===== src/rtl/conv_pkg.sv =====
// rtl/conv_pkg.sv - shared constants and FSM state type for conv layer A2
package conv_pkg;

   typedef enum logic [1:0] {
      S_IDLE,
      S_FETCH,
      S_DRAIN,
      S_DONE
   } state_t;

   localparam int KERNEL_SIZE = 5;
   localparam int IFM_SIZE    = 14;
   localparam int OFM_SIZE    = IFM_SIZE - KERNEL_SIZE + 1;
   // Taps go out two per cycle; the final pair carries only the odd last tap.
   localparam int LAST_PAIR   = (KERNEL_SIZE * KERNEL_SIZE - 1) / 2;

endpackage


===== src/rtl/ifm_window_reader_if.sv =====
// rtl/ifm_window_reader_if.sv - control, memory-port and MAC-strobe bundle of the IFM window reader
interface ifm_window_reader_if #(
   parameter int ADDRESS_SIZE_IFM = 8
);
   logic                        start;
   logic                        ready;
   logic [ADDRESS_SIZE_IFM-1:0] Address_A;
   logic [ADDRESS_SIZE_IFM-1:0] Address_B;
   logic                        Enable_Read_A;
   logic                        Enable_Read_B;
   logic                        Enable_Write_A_Mem;
   logic                        Enable_Write_B_Mem;
   logic                        valid_a;
   logic                        valid_b;
   logic [4:0]                  tap_a;
   logic                        window_last;
   logic [3:0]                  ofm_row;
   logic [3:0]                  ofm_col;
   logic                        busy;
   logic                        done;

   modport master (
      input  start, ready,
      output Address_A, Address_B, Enable_Read_A, Enable_Read_B,
             Enable_Write_A_Mem, Enable_Write_B_Mem,
             valid_a, valid_b, tap_a, window_last, ofm_row, ofm_col, busy, done
   );

   modport slave (
      output start, ready,
      input  Address_A, Address_B, Enable_Read_A, Enable_Read_B,
             Enable_Write_A_Mem, Enable_Write_B_Mem,
             valid_a, valid_b, tap_a, window_last, ofm_row, ofm_col, busy, done
   );

endinterface


===== src/rtl/ifm_tap_addr.sv =====
// rtl/ifm_tap_addr.sv - maps (window row, window col, kernel tap) to a flat IFM word address
module ifm_tap_addr #(
   parameter int IFM_SIZE    = 14,
   parameter int KERNEL_SIZE = 5,
   parameter int ADDR_W      = 8
) (
   input  logic [3:0]        i_row,
   input  logic [3:0]        i_col,
   input  logic [4:0]        i_k,
   output logic [ADDR_W-1:0] o_addr
);

   logic [4:0] w_kr;
   logic [4:0] w_kc;

   assign w_kr   = i_k / 5'(KERNEL_SIZE);
   assign w_kc   = i_k % 5'(KERNEL_SIZE);
   assign o_addr = (ADDR_W'(i_row) + ADDR_W'(w_kr)) * ADDR_W'(IFM_SIZE)
                 + ADDR_W'(i_col) + ADDR_W'(w_kc);

endmodule


===== src/rtl/ifm_window_reader.sv =====
// rtl/ifm_window_reader.sv - raster walk of all 5x5 IFM windows, two taps per cycle on ports A/B
// Strobes toward the MAC trail the issued addresses by the one-cycle memory read latency.
module ifm_window_reader #(
   parameter int DATA_WIDTH       = 32,
   parameter int IFM_SIZE         = 14,
   parameter int KERNEL_SIZE      = 5,
   parameter int ADDRESS_SIZE_IFM = $clog2(IFM_SIZE * IFM_SIZE)
) (
   input  logic                clk,
   input  logic                rst,
   ifm_window_reader_if.master bus
);
   import conv_pkg::*;

   localparam int OFM_SIZE = IFM_SIZE - KERNEL_SIZE + 1;
   localparam int AW       = ADDRESS_SIZE_IFM;

   if (DATA_WIDTH < 1 || AW != $clog2(IFM_SIZE * IFM_SIZE) || OFM_SIZE < 1 || OFM_SIZE > 16
       || (KERNEL_SIZE * KERNEL_SIZE - 1) / 2 != LAST_PAIR) begin : g_bad_cfg
      $error("ifm_window_reader: inconsistent geometry parameters");
   end

   state_t          r_state;
   state_t          w_state_nxt;
   logic [3:0]      r_row;
   logic [3:0]      r_col;
   logic [3:0]      r_pair;
   logic            w_issue;
   logic            w_last_pair;
   logic            w_last_col;
   logic            w_last_row;
   logic [4:0]      w_k_a;
   logic [4:0]      w_k_b;
   logic [AW-1:0]   w_addr_a;
   logic [AW-1:0]   w_addr_b;

   logic [AW-1:0]   r_addr_a;
   logic [AW-1:0]   r_addr_b;
   logic            r_en_a;
   logic            r_en_b;
   logic [4:0]      r_iss_tap;
   logic            r_iss_last;
   logic [3:0]      r_iss_row;
   logic [3:0]      r_iss_col;
   logic            r_valid_a;
   logic            r_valid_b;
   logic [4:0]      r_tap_a;
   logic            r_window_last;
   logic [3:0]      r_ofm_row;
   logic [3:0]      r_ofm_col;
   logic            r_done;

   assign w_last_pair = (r_pair == 4'(LAST_PAIR));
   assign w_last_col  = (r_col == 4'(OFM_SIZE - 1));
   assign w_last_row  = (r_row == 4'(OFM_SIZE - 1));
   assign w_k_a       = {r_pair, 1'b0};
   assign w_k_b       = {r_pair, 1'b1};

   ifm_tap_addr #(
      .IFM_SIZE    (IFM_SIZE),
      .KERNEL_SIZE (KERNEL_SIZE),
      .ADDR_W      (AW)
   ) u_addr_a (
      .i_row  (r_row),
      .i_col  (r_col),
      .i_k    (w_k_a),
      .o_addr (w_addr_a)
   );

   ifm_tap_addr #(
      .IFM_SIZE    (IFM_SIZE),
      .KERNEL_SIZE (KERNEL_SIZE),
      .ADDR_W      (AW)
   ) u_addr_b (
      .i_row  (r_row),
      .i_col  (r_col),
      .i_k    (w_k_b),
      .o_addr (w_addr_b)
   );

   always_ff @(posedge clk or posedge rst) begin
      if (rst) begin
         r_state <= S_IDLE;
      end else begin
         r_state <= w_state_nxt;
      end
   end

   always_comb begin
      w_state_nxt = r_state;
      w_issue     = 1'b0;
      case (r_state)
         S_IDLE: begin
            if (bus.start) begin
               w_state_nxt = S_FETCH;
            end
         end
         S_FETCH: begin
            if (bus.ready) begin
               w_issue = 1'b1;
               if (w_last_pair && w_last_col && w_last_row) begin
                  w_state_nxt = S_DRAIN;
               end
            end
         end
         S_DRAIN: w_state_nxt = S_DONE;
         S_DONE:  w_state_nxt = S_IDLE;
         default: w_state_nxt = S_IDLE;
      endcase
   end

   // Pair counter is innermost, then column, then row.
   always_ff @(posedge clk or posedge rst) begin
      if (rst) begin
         r_row  <= '0;
         r_col  <= '0;
         r_pair <= '0;
      end else if (r_state == S_IDLE) begin
         r_row  <= '0;
         r_col  <= '0;
         r_pair <= '0;
      end else if (w_issue) begin
         if (w_last_pair) begin
            r_pair <= '0;
            if (w_last_col) begin
               r_col <= '0;
               r_row <= w_last_row ? 4'd0 : r_row + 4'd1;
            end else begin
               r_col <= r_col + 4'd1;
            end
         end else begin
            r_pair <= r_pair + 4'd1;
         end
      end
   end

   always_ff @(posedge clk or posedge rst) begin
      if (rst) begin
         r_addr_a   <= '0;
         r_addr_b   <= '0;
         r_en_a     <= 1'b0;
         r_en_b     <= 1'b0;
         r_iss_tap  <= '0;
         r_iss_last <= 1'b0;
         r_iss_row  <= '0;
         r_iss_col  <= '0;
      end else begin
         r_en_a <= w_issue;
         r_en_b <= w_issue && !w_last_pair;
         if (w_issue) begin
            r_addr_a   <= w_addr_a;
            r_iss_tap  <= w_k_a;
            r_iss_last <= w_last_pair;
            r_iss_row  <= r_row;
            r_iss_col  <= r_col;
            if (!w_last_pair) begin
               r_addr_b <= w_addr_b;
            end
         end
      end
   end

   // Second stage lines the strobes up with the read data leaving the memories.
   always_ff @(posedge clk or posedge rst) begin
      if (rst) begin
         r_valid_a     <= 1'b0;
         r_valid_b     <= 1'b0;
         r_tap_a       <= '0;
         r_window_last <= 1'b0;
         r_ofm_row     <= '0;
         r_ofm_col     <= '0;
         r_done        <= 1'b0;
      end else begin
         r_valid_a     <= r_en_a;
         r_valid_b     <= r_en_b;
         r_tap_a       <= r_iss_tap;
         r_window_last <= r_en_a && r_iss_last;
         r_ofm_row     <= r_iss_row;
         r_ofm_col     <= r_iss_col;
         r_done        <= (r_state == S_DONE);
      end
   end

   assign bus.Address_A          = r_addr_a;
   assign bus.Address_B          = r_addr_b;
   assign bus.Enable_Read_A      = r_en_a;
   assign bus.Enable_Read_B      = r_en_b;
   assign bus.Enable_Write_A_Mem = 1'b0;
   assign bus.Enable_Write_B_Mem = 1'b0;
   assign bus.valid_a            = r_valid_a;
   assign bus.valid_b            = r_valid_b;
   assign bus.tap_a              = r_tap_a;
   assign bus.window_last        = r_window_last;
   assign bus.ofm_row            = r_ofm_row;
   assign bus.ofm_col            = r_ofm_col;
   assign bus.busy               = (r_state == S_FETCH) || (r_state == S_DRAIN);
   assign bus.done               = r_done;

endmodule

===== src/flat_wrapper.sv =====
// flat-port wrapper written by rule: the top's interface ports become plain ports
module ifm_window_reader_flat import conv_pkg::*;
#(
   parameter int DATA_WIDTH       = 32,
   parameter int IFM_SIZE         = 14,
   parameter int KERNEL_SIZE      = 5,
   parameter int ADDRESS_SIZE_IFM = $clog2(IFM_SIZE * IFM_SIZE)
)
  (clk, rst, bus_start, bus_ready, bus_Address_A, bus_Address_B, bus_Enable_Read_A, bus_Enable_Read_B, bus_Enable_Write_A_Mem, bus_Enable_Write_B_Mem, bus_valid_a, bus_valid_b, bus_tap_a, bus_window_last, bus_ofm_row, bus_ofm_col, bus_busy, bus_done);
  ifm_window_reader_if #(.ADDRESS_SIZE_IFM(ADDRESS_SIZE_IFM)) bus_i ();
  input  logic clk;
  input  logic rst;
  input wire logic [$bits(bus_i.start)-1:0] bus_start;
  input wire logic [$bits(bus_i.ready)-1:0] bus_ready;
  output wire logic [$bits(bus_i.Address_A)-1:0] bus_Address_A;
  output wire logic [$bits(bus_i.Address_B)-1:0] bus_Address_B;
  output wire logic [$bits(bus_i.Enable_Read_A)-1:0] bus_Enable_Read_A;
  output wire logic [$bits(bus_i.Enable_Read_B)-1:0] bus_Enable_Read_B;
  output wire logic [$bits(bus_i.Enable_Write_A_Mem)-1:0] bus_Enable_Write_A_Mem;
  output wire logic [$bits(bus_i.Enable_Write_B_Mem)-1:0] bus_Enable_Write_B_Mem;
  output wire logic [$bits(bus_i.valid_a)-1:0] bus_valid_a;
  output wire logic [$bits(bus_i.valid_b)-1:0] bus_valid_b;
  output wire logic [$bits(bus_i.tap_a)-1:0] bus_tap_a;
  output wire logic [$bits(bus_i.window_last)-1:0] bus_window_last;
  output wire logic [$bits(bus_i.ofm_row)-1:0] bus_ofm_row;
  output wire logic [$bits(bus_i.ofm_col)-1:0] bus_ofm_col;
  output wire logic [$bits(bus_i.busy)-1:0] bus_busy;
  output wire logic [$bits(bus_i.done)-1:0] bus_done;
  assign bus_i.start = bus_start;
  assign bus_i.ready = bus_ready;
  assign bus_Address_A = bus_i.Address_A;
  assign bus_Address_B = bus_i.Address_B;
  assign bus_Enable_Read_A = bus_i.Enable_Read_A;
  assign bus_Enable_Read_B = bus_i.Enable_Read_B;
  assign bus_Enable_Write_A_Mem = bus_i.Enable_Write_A_Mem;
  assign bus_Enable_Write_B_Mem = bus_i.Enable_Write_B_Mem;
  assign bus_valid_a = bus_i.valid_a;
  assign bus_valid_b = bus_i.valid_b;
  assign bus_tap_a = bus_i.tap_a;
  assign bus_window_last = bus_i.window_last;
  assign bus_ofm_row = bus_i.ofm_row;
  assign bus_ofm_col = bus_i.ofm_col;
  assign bus_busy = bus_i.busy;
  assign bus_done = bus_i.done;
  ifm_window_reader #(.DATA_WIDTH(DATA_WIDTH), .IFM_SIZE(IFM_SIZE), .KERNEL_SIZE(KERNEL_SIZE), .ADDRESS_SIZE_IFM(ADDRESS_SIZE_IFM)) u_core (.clk(clk), .rst(rst), .bus(bus_i));
endmodule

===== config.mk =====
export PLATFORM = sky130hd
export DESIGN_NAME = ifm_window_reader_flat
export DESIGN_NICKNAME = d
export VERILOG_FILES = /design/src/rtl/conv_pkg.sv /design/src/rtl/ifm_window_reader_if.sv /design/src/rtl/ifm_tap_addr.sv /design/src/rtl/ifm_window_reader.sv /design/src/flat_wrapper.sv
export SDC_FILE = /design/constraint.sdc
export NUM_CORES = 1
export LEC_CHECK = 0
export ABC_CLOCK_PERIOD_IN_PS = 7050
export BUFFER_PORTS_ARGS = -buffer_cell sky130_fd_sc_hd__buf_2
export CAP_MARGIN = 0
export CELL_PAD_IN_SITES_DETAIL_PLACEMENT = 1
export CELL_PAD_IN_SITES_GLOBAL_PLACEMENT = 1
export CORE_UTILIZATION = 35
export DETAILED_ROUTE_END_ITERATION = 8
export GPL_ROUTABILITY_DRIVEN = 1
export GPL_TIMING_DRIVEN = 0
export HOLD_SLACK_MARGIN = 0.12
export PLACE_DENSITY_LB_ADDON = 0.1
export RECOVER_POWER = 50
export SKIP_LAST_GASP = 1
export SYNTH_ARGS = -nofsm -noshare
export SYNTH_HDL_FRONTEND = slang
export SYNTH_SLANG_ARGS = --single-unit

===== constraint.sdc =====
create_clock -name clk -period 7.05 [get_ports clk]
set_input_delay 1.41 -clock clk [delete_from_list [all_inputs] [get_ports clk]]
set_output_delay 1.41 -clock clk [all_outputs]
set_load 0.05 [all_outputs]

==> results of run 1 <==
[per-stage QoR]
stage / hold WS, ns / worst slack [ns] / util / cell area (um2) / cells
CTS: 0.3712 / 0.03934 / 0.4284 / 4975 / 645
global route: 0.3858 / -0.03421 / 0.4313 / 5009 / 649
detailed placement: 0.3596 / -0.1502 / 0.3996 / 4641 / 629
floorplan: 0.3535 / 0.7242 / - / 4252 / 447
global placement: 0.3537 / -0.07179 / 0.3979 / 4621 / 628
finish: 0.3661 / 0.4568 / 0.4313 / 5009 / 649
[logic make-up after synthesis]
kind of cell               count (synthesis)  share of synthesized area
muxes                                      3                   0.007377
adders and majority gates                 63                     0.2107
AOI/OAI and AO/OA                        111                     0.1741
buffers and inverters                     59                    0.06079
other                                      1                  0.0008844
DFF                                       61                     0.3600
and+or+nand+nor                          122                     0.1349
xor gates and xnor gates                  24                    0.05134
[cell usage in the layout (no fill, tap or decap), types with 3 or more instances in the layout]
master / n
dfrtp_1: 60
buf_4: 9
nor3_1: 6
o21a_1: 4
fa_1: 14
clkbuf_16: 9
or3_1: 4
a21o_1: 15
a211oi_1: 3
xnor2_1: 11
nor2_1: 16
and3_1: 3
nand3_1: 4
nor2b_1: 6
o21ai_0: 31
inv_1: 39
clkbuf_1: 9
conb_1: 4
a21oi_1: 31
ha_1: 48
nand2_1: 63
and2_1: 3
buf_2: 40
xor2_1: 11
[worst paths after layout]
| path | start | end | slack (ns) | cells past startpoint |
|---|---|---|---|---|
| min reg2reg | u_core.r_iss_tap[2] | u_core.bus.tap_a[2] | 0.37 | 0 |
| max in group asynchronous | rst | u_core.r_col[2] | 3.50 | 3 |
| max reg2reg | u_core.r_pair[0] | u_core.bus.Address_A[7] | 0.46 | 30 |
| max | u_core.r_pair[0] | u_core.bus.Address_A[7] | 0.46 | 30 |
| min | u_core.r_iss_tap[2] | u_core.bus.tap_a[2] | 0.37 | 0 |
| min in group asynchronous | rst | u_core.bus.window_last | 1.38 | 2 |
[final cells by class]
| type | instances | area [um2] | share of cell area |
|---|---|---|---|
| Buffer | 17 | 100.1 | 0.01999 |
| Clock buffer | 10 | 239.0 | 0.04771 |
| Clock inverter | 6 | 93.84 | 0.01874 |
| Inverter | 42 | 160.2 | 0.03198 |
| Multi-Input combinational cell | 327 | 2485 | 0.4961 |
| Sequential cell | 61 | 1528 | 0.3050 |
| Tap cell | 143 | 178.9 | 0.03572 |
| Timing Repair Buffer | 43 | 224.0 | 0.04472 |
[layer usage]
layer,share of wire,vias to the layer above
li1,-,1625
met1,0.47,1623
met2,0.49,41
met3,0.025,12
met4,0.017,0
met5,0,-
[state kept, by name, indices dropped and copies added (netlist names)]
register,cells
u_core.bus.Enable_Read_A,1
u_core.r_pair,4
u_core.bus.valid_b,1
u_core.r_iss_tap,4
u_core.bus.valid_a,1
u_core.r_col,4
u_core.r_iss_last,1
u_core.bus.Enable_Read_B,1
u_core.bus.Address_B,8
u_core.r_row,4
u_core.r_iss_col,4
u_core.r_iss_row,4
u_core.bus.ofm_row,4
u_core.bus.window_last,1
u_core.bus.Address_A,8
u_core.r_state,2
u_core.bus.ofm_col,4
u_core.bus.done,1
u_core.bus.tap_a,4
[power groups by stage]
stage / clock (mW) / sequential, mW / combinational, mW
6_report: 0.496 / 0.518 / 1.61
3_5_place_dp: 0 / 0.525 / 1.61
2_1_floorplan: 0 / 0.734 / 1.05
4_1_cts: 0.504 / 0.520 / 1.63
5_1_grt: 0.515 / 0.532 / 1.84
3_3_place_gp: 0 / 0.519 / 1.58
[repair_timing]
item	in CTS	in global routing
gates resized for setup	1	6
setup buffers	0	4
pin swaps	0	2
endpoints found under the setup margin	2	3
[worst max-delay path, delay by kind of cell, from the launching register on]
family,cells,cell delay (ns)
AND/OR/NAND/NOR,2,0.37
flip-flops,1,0.45
buffers and inverters,7,0.62
adder cells (fa/ha/maj),10,3.24
AO/OA/AOI/OAI,8,1.27
XOR/XNOR,3,0.50
==> results.json, run 1 <==
{
  "period_share": 0.9352,
  "synthesis.area_um2": 4240,
  "antenna_found_initial": 0,
  "swShare": 0.4741,
  "pwr-share-comb": 0.614,
  "start_kind": "flip-flop",
  "fmax_ghz": 0.1517,
  "peakVddDrop_mv": 0.3388,
  "hp-class": "flip-flop to flip-flop",
  "pin_count": 42,
  "ctsHtreeMaxLevel": 3,
  "setup_viol": 0,
  "synth_top_area_cell": "dfrtp_1",
  "syn_avg_cell_area_um2": 9.550,
  "row_count": 39,
  "cts_inserted_buffers": 9,
  "crit_type": "flip-flop to flip-flop",
  "clock_latency_ns": 0.33,
  "cp.arrival_ns": 6.79,
  "fp.dieH_um": 112.1,
  "coreArea_um2": 11610,
  "synth_cells": 444,
  "gp_congestion": 0.8539,
  "synth_warnings": 0,
  "drc": 4,
  "violations": "DRC, capacitance limit, slew limit",
  "skew_ns": 0.01163,
  "initial_core_util": 0.3651,
  "final_hold_viol_count": 0,
  "synth_commonest_cells": "nand2_1 (63), dfrtp_1 (61), ha_1 (49)",
  "grt_overflow_total": 0,
  "synth_top_area_share": 0.3600,
  "required_ns": 7.24,
  "cts_tree": "built",
  "gr-usage-met3": 0.02538,
  "leakagePower_nw": 2.628,
  "fin_crit_ns": 6.593,
  "vias_per_cell": 5.086,
  "cts-root-buf": "clkbuf_16",
  "num_vias": 3301,
  "area_growth_pct": 18.12,
  "worst_pin_slew_ns": 1.711,
  "grt_pass1_vias": 3559,
  "powerDensity_nw_per_um2": 524.2,
  "clk_pin_slew_ns": 0.06,
  "grt_util_met1": 0.2293,
  "wirelength_mm": 10.29,
  "ys_seq_area_frac": 0.3600,
  "ctsHoldBuffers": 0,
  "power_mw": 2.626,
  "internal_power_mw": 1.381,
  "slowest_delay_ns": 0.48,
  "cp-end-kind": "flip-flop",
  "final_nets": 568,
  "synth_area_leaders": "dfrtp_1 (36%), ha_1 (14%), fa_1 (6.6%)",
  "critPathMaxFanout": 9,
  "crit_path_frequent_cell": "ha_1",
  "busiest_layer": "met2",
  "synth_edf_count": 0,
  "synth_top_flop_cell": "dfrtp_1",
  "n_antenna_cell": 0,
  "grtUsageTotal": 0.1811,
  "drive_above_1_share": 0.1719,
  "hpwl_mm": 7.844,
  "fillers": 1362,
  "wl_per_cell_um": 15.86,
  "cts_num_sinks": 61,
  "die_w_um": 112.1,
  "ant_nets": 0,
  "ys_ff_latch": 61,
  "synthDistinctLibCells": 59,
  "tns_ns": 0,
  "grt_use_met2": 0.3147,
  "clock_path_buffers": 2,
  "cap_violations": 1,
  "grt_max_degree": 32,
  "drt-pass1-iter-count": 6,
  "dieArea_um2": 12560,
  "clockPowerShare": 0.189,
  "grt_pass1_wl_mm": 17.75,
  "ys_async_sr_fraction": 1.000,
  "drt_iter0_drc": 111,
  "power_frac_seq": 0.197,
  "timing.slew.headroom": -0.1405,
  "status": "finished, violations left",
  "io_buffers": 38,
  "drv_slew": 32,
  "cp_slowest_cell": "fa_1",
  "yosysMostFrequentCell": "nand2_1",
  "power_switching_mw": 1.245
}
Power figures use the tool's default switching activity.
==> run 2: changes to the inputs <==
Settings changed: CTS_BUF_LIST from default to sky130_fd_sc_hd__clkbuf_16.
==> run 2 against run 1 <==
  * The flow still finishes with violations (DRC, capacitance limit, slew limit)
  * Core utilization shrank 0.086 points
  * Combinational power is essentially flat
  * Critical path type unchanged
  * Register-to-register slack is essentially flat
  * Largest power group unchanged
  * Clock power shrank 3%
==> results.json, run 2 (same netlist as run 1, synthesis figures left out) <==
{
  "cp.arrival_ns": 6.78,
  "whs_ns": 0.3656,
  "skew_ns": 0.01073,
  "n_antenna_cell": 0,
  "num_vias": 3303,
  "hp-class": "flip-flop to flip-flop",
  "fmax_ghz": 0.1518,
  "powerDensity_nw_per_um2": 522.1,
  "crit_type": "flip-flop to flip-flop",
  "cts_inserted_buffers": 9,
  "io_buffers": 38,
  "vias_per_cell": 5.089,
  "tns_ns": 0,
  "drv_slew": 32,
  "setup_viol": 0,
  "fillers": 1361,
  "crit_path_frequent_cell": "ha_1",
  "cts-root-buf": "clkbuf_16",
  "dp_slack_ns": -0.1502,
  "dpl_cell_area_um2": 4641,
  "clock_path_buffers": 2,
  "wl_per_cell_um": 15.68,
  "crit_start": "u_core.r_pair[0]",
  "ctsHoldBuffers": 0,
  "drive_above_1_share": 0.1700,
  "coreArea_um2": 11610,
  "ctsHtreeMaxLevel": 3,
  "final_nets": 568,
  "critPathMaxFanout": 9,
  "pwr-share-comb": 0.617,
  "grt_max_degree": 32,
  "wirelength_mm": 10.18,
  "final_hold_viol_count": 0,
  "row_count": 39,
  "path_depth": 30,
  "grt_pass1_wl_mm": 17.68,
  "finalWorstSetupSlack_ns": 0.4628,
  "hold_start": "u_core.r_iss_tap[2]",
  "cp_slowest_cell": "fa_1",
  "fin_area_um2": 4999,
  "power_frac_seq": 0.198,
  "cp_num_buf_inv": 7,
  "grtUsageTotal": 0.1801,
  "r2r_cells": 30,
  "period_share": 0.9344,
  "r2r-start": "u_core.r_pair[0]",
  "violations": "DRC, capacitance limit, slew limit",
  "drt-pass1-iter-count": 6,
  "leakagePower_nw": 2.622,
  "clock_latency_ns": 0.33,
  "drc": 4,
  "ant_nets": 0,
  "swShare": 0.4751,
  "drt_iter0_drc": 110,
  "timing.slew.headroom": -0.1379,
  "peakVddDrop_mv": 0.3363,
  "fp.dieH_um": 112.1,
  "holdPathStages": 0,
  "clockPowerShare": 0.185,
  "gp_congestion": 0.8539,
  "worst_pin_slew_ns": 1.707,
  "worst_path_dominant_cell_family": "adder cells",
  "area_growth_pct": 17.88,
  "clk_pin_slew_ns": 0.06,
  "start_kind": "flip-flop",
  "antenna_found_initial": 0,
  "cts_num_sinks": 61,
  "die_w_um": 112.1,
  "cts_tree": "built",
  "pin_count": 42,
  "fin_crit_ns": 6.587,
  "layout_commonest_cell": "nand2_1",
  "final_cell_mix": "nand2_1 (63), dfrtp_1 (60), ha_1 (48), buf_2 (40), inv_1 (39)",
  "grt_pass1_vias": 3553,
  "hpwl_mm": 7.844,
  "required_ns": 7.24,
  "cp-end-kind": "flip-flop",
  "slowest_delay_ns": 0.48,
  "dieArea_um2": 12560,
  "status": "finished, violations left",
  "cap_violations": 1,
  "power_switching_mw": 1.240,
  "internal_power_mw": 1.370,
  "initial_core_util": 0.3651,
  "grt_overflow_total": 0
}
## run 2: cell types whose count changed in the layout (fill, tap and decap cells not counted)
cell,change
clkbuf_8,-1
clkinv_1,+1
## run 2: timing repair
action,CTS,global route
setup endpoints to repair,2,3
pin swaps,0,2
gates cloned,0,0
buffers inserted,0,4
resized for setup,1,6
## run 2: cell type report
cell class / count / area [um2] / area share
plain buffers: 17 / 100.1 / 0.02003
clock buffers: 9 / 225.2 / 0.04506
clock inverters: 7 / 97.59 / 0.01952
inverters: 42 / 160.2 / 0.03204
multi-input cells: 327 / 2485 / 0.4971
flip-flops and latches: 61 / 1528 / 0.3056
well taps: 143 / 178.9 / 0.03579
repair buffers: 43 / 224.0 / 0.04481
## run 2: worst paths after layout
check	to	slack, ns
worst max-delay path	u_core.bus.Address_A[7]	0.46
max in group asynchronous	u_core.r_col[2]	3.52
worst max register to register	u_core.bus.Address_A[7]	0.46
min in group asynchronous	u_core.bus.window_last	1.37
worst min register to register	u_core.bus.tap_a[2]	0.37
worst min-delay path	u_core.bus.tap_a[2]	0.37
## run 2: through the flow
stage / cells / utilization / power, mW
2_1_floorplan: 447 / - / 1.779
3_3_place_gp: 628 / 0.3979 / 2.094
3_5_place_dp: 629 / 0.3996 / 2.133
4_1_cts: 645 / 0.4275 / 2.635
5_1_grt: 649 / 0.4304 / 2.874
6_report: 649 / 0.4304 / 2.610
## run 2: routing by layer
metal	share of wire	GRT usage
met5	0	0
met4	0.013	0.05867
met2	0.49	0.3151
met3	0.022	0.02538
met1	0.47	0.2293
## run 2: power groups by stage
| stage | combinational [mW] | sequential [mW] | clock [mW] |
|---|---|---|---|
| 6_report | 1.61 | 0.518 | 0.482 |
| 5_1_grt | 1.84 | 0.532 | 0.502 |
| 4_1_cts | 1.62 | 0.520 | 0.491 |
| 3_5_place_dp | 1.61 | 0.525 | 0 |
| 3_3_place_gp | 1.58 | 0.519 | 0 |
| 2_1_floorplan | 1.05 | 0.734 | 0 |
==> run 3: changes to the inputs <==
Settings changed: CORE_ASPECT_RATIO from default to 0.9.
==> run 3 against run 2 <==
  * The flow finishes with violations (capacitance limit, slew limit)
  * Count of clock-buffer cells in the layout unchanged
  * First-iteration DRC count decreased by 25%
  * Global-route usage increased by 0.67 points
  * Power about the same
  * Critical path type unchanged
  * Largest cell class unchanged
==> results.json, run 3 (same netlist as run 1, synthesis figures left out) <==
{
  "violations": "capacitance limit, slew limit",
  "drt-pass1-iter-count": 4,
  "status": "finished, violations left",
  "gp_congestion": 0.8534,
  "cts_inserted_buffers": 9,
  "path_depth": 30,
  "drive_above_1_share": 0.1743,
  "start_kind": "flip-flop",
  "crit_path_frequent_cell": "ha_1",
  "period_share": 0.9376,
  "cp-end-kind": "flip-flop",
  "io_buffers": 38,
  "setup_viol": 0,
  "clock_latency_ns": 0.35,
  "fp.dieH_um": 106.4,
  "wl_per_cell_um": 16.05,
  "wirelength_mm": 10.61,
  "hpwl_mm": 7.987,
  "cp_slowest_cell": "fa_1",
  "r2r_slack_ns": 0.44,
  "grtUsageTotal": 0.1868,
  "coreArea_um2": 11620,
  "initial_core_util": 0.3649,
  "grt_pass1_wl_mm": 17.98,
  "cts_tree": "built",
  "pin_count": 42,
  "required_ns": 7.26,
  "drt_iter0_drc": 83,
  "crit_start": "u_core.r_pair[0]",
  "worst_path_dominant_cell_family": "adder cells",
  "endpoint": "u_core.bus.Address_A[7]",
  "dieArea_um2": 12560,
  "leakagePower_nw": 2.601,
  "vias_per_cell": 5.041,
  "cap_violations": 1,
  "dp_slack_ns": -0.2482,
  "n_antenna_cell": 0,
  "antenna_found_initial": 0,
  "rsz0062_at_grt": "false",
  "die_w_um": 118.0,
  "ctsHtreeMaxLevel": 3,
  "timing.slew.headroom": -0.1823,
  "grt_max_degree": 34,
  "drc": 0,
  "r2r-start": "u_core.r_pair[0]",
  "row_count": 37,
  "drv_slew": 34,
  "layout_commonest_cell": "nand2_1",
  "cts-root-buf": "clkbuf_16",
  "grt_overflow_total": 0,
  "slowest_delay_ns": 0.50,
  "clock_path_buffers": 2,
  "powerDensity_nw_per_um2": 521.0,
  "grt_pass1_vias": 3531,
  "cts_num_sinks": 61,
  "tns_ns": 0,
  "area_growth_pct": 18.15,
  "ctsHoldBuffers": 0,
  "ant_nets": 0,
  "finalWorstSetupSlack_ns": 0.4397,
  "fmax_ghz": 0.1513,
  "fin_crit_ns": 6.610,
  "cp_num_buf_inv": 7,
  "final_cell_mix": "nand2_1 (63), dfrtp_1 (60), ha_1 (48), inv_1 (39), buf_2 (39)",
  "skew_ns": 0.01133,
  "final_nets": 567,
  "r2r_end": "u_core.bus.Address_A[7]",
  "num_vias": 3332,
  "final_hold_viol_count": 0,
  "crit_type": "flip-flop to flip-flop",
  "hp-class": "flip-flop to flip-flop",
  "clk_pin_slew_ns": 0.06,
  "r2r_cells": 30,
  "cp.arrival_ns": 6.82,
  "critPathMaxFanout": 9,
  "peakVddDrop_mv": 0.2148,
  "worst_pin_slew_ns": 1.773
}
==> run 3: cell type report <==
cell class | instances | area (um2)
Buffer | 17 | 98.84
Clock buffer | 9 | 225.2
Clock inverter | 7 | 75.07
Fill cell | 1375 | 6610
Inverter | 42 | 162.7
Multi-Input combinational cell | 327 | 2509
Sequential cell | 61 | 1528
Tap cell | 156 | 195.2
Timing Repair Buffer | 42 | 216.5
==> run 3: report_power, final <==
group	leakage [nW]	total [mW]	switching (mW)	internal [mW]
sequential	0.805	0.514	0.0628	0.451
clock	0.138	0.451	0.176	0.274
combinational	1.66	1.65	1.03	0.617
==> run 3: worst min path at each step <==
stage / from / end / slack, ns / cells past startpoint
2_1_floorplan: u_core.r_iss_col[0] / u_core.bus.ofm_col[0] / 0.35 / 0
3_3_place_gp: u_core.bus.Enable_Read_B / u_core.bus.valid_b / 0.36 / 0
3_5_place_dp: u_core.bus.Enable_Read_B / u_core.bus.valid_b / 0.36 / 0
4_1_cts: u_core.bus.Enable_Read_B / u_core.bus.valid_b / 0.37 / 0
5_1_grt: u_core.r_iss_row[2] / u_core.bus.ofm_row[2] / 0.38 / 0
6_report: u_core.bus.Enable_Read_B / u_core.bus.valid_b / 0.37 / 0
==> run 3: repair_timing <==
item / CTS / global route
resized for setup: 2 / 8
endpoints found under the setup margin: 3 / 3
buffers inserted: 0 / 3
hold endpoints to repair: 0 / 0
pin swaps: 0 / 3
==> run 3: metal layers <==
metal,track usage,up-vias,share of wire
met4,0.05769,0,0.013
met5,0,-,0
li1,-,1617,-
met3,0.05150,10,0.038
met2,0.2962,49,0.46
met1,0.2468,1656,0.49
==> run 3: metrics by stage <==
| stage | area, um2 | cells | hold WS [ns] | total power, mW | utilization |
|---|---|---|---|---|---|
| 2_1_floorplan | 4252 | 447 | 0.3535 | 1.779 | - |
| 3_3_place_gp | 4637 | 641 | 0.3578 | 2.084 | 0.3991 |
| 3_5_place_dp | 4657 | 642 | 0.3596 | 2.136 | 0.4008 |
| 4_1_cts | 4962 | 658 | 0.3742 | 2.615 | 0.4270 |
| 5_1_grt | 5010 | 661 | 0.3771 | 2.867 | 0.4311 |
| 6_report | 5010 | 661 | 0.3730 | 2.610 | 0.4311 |
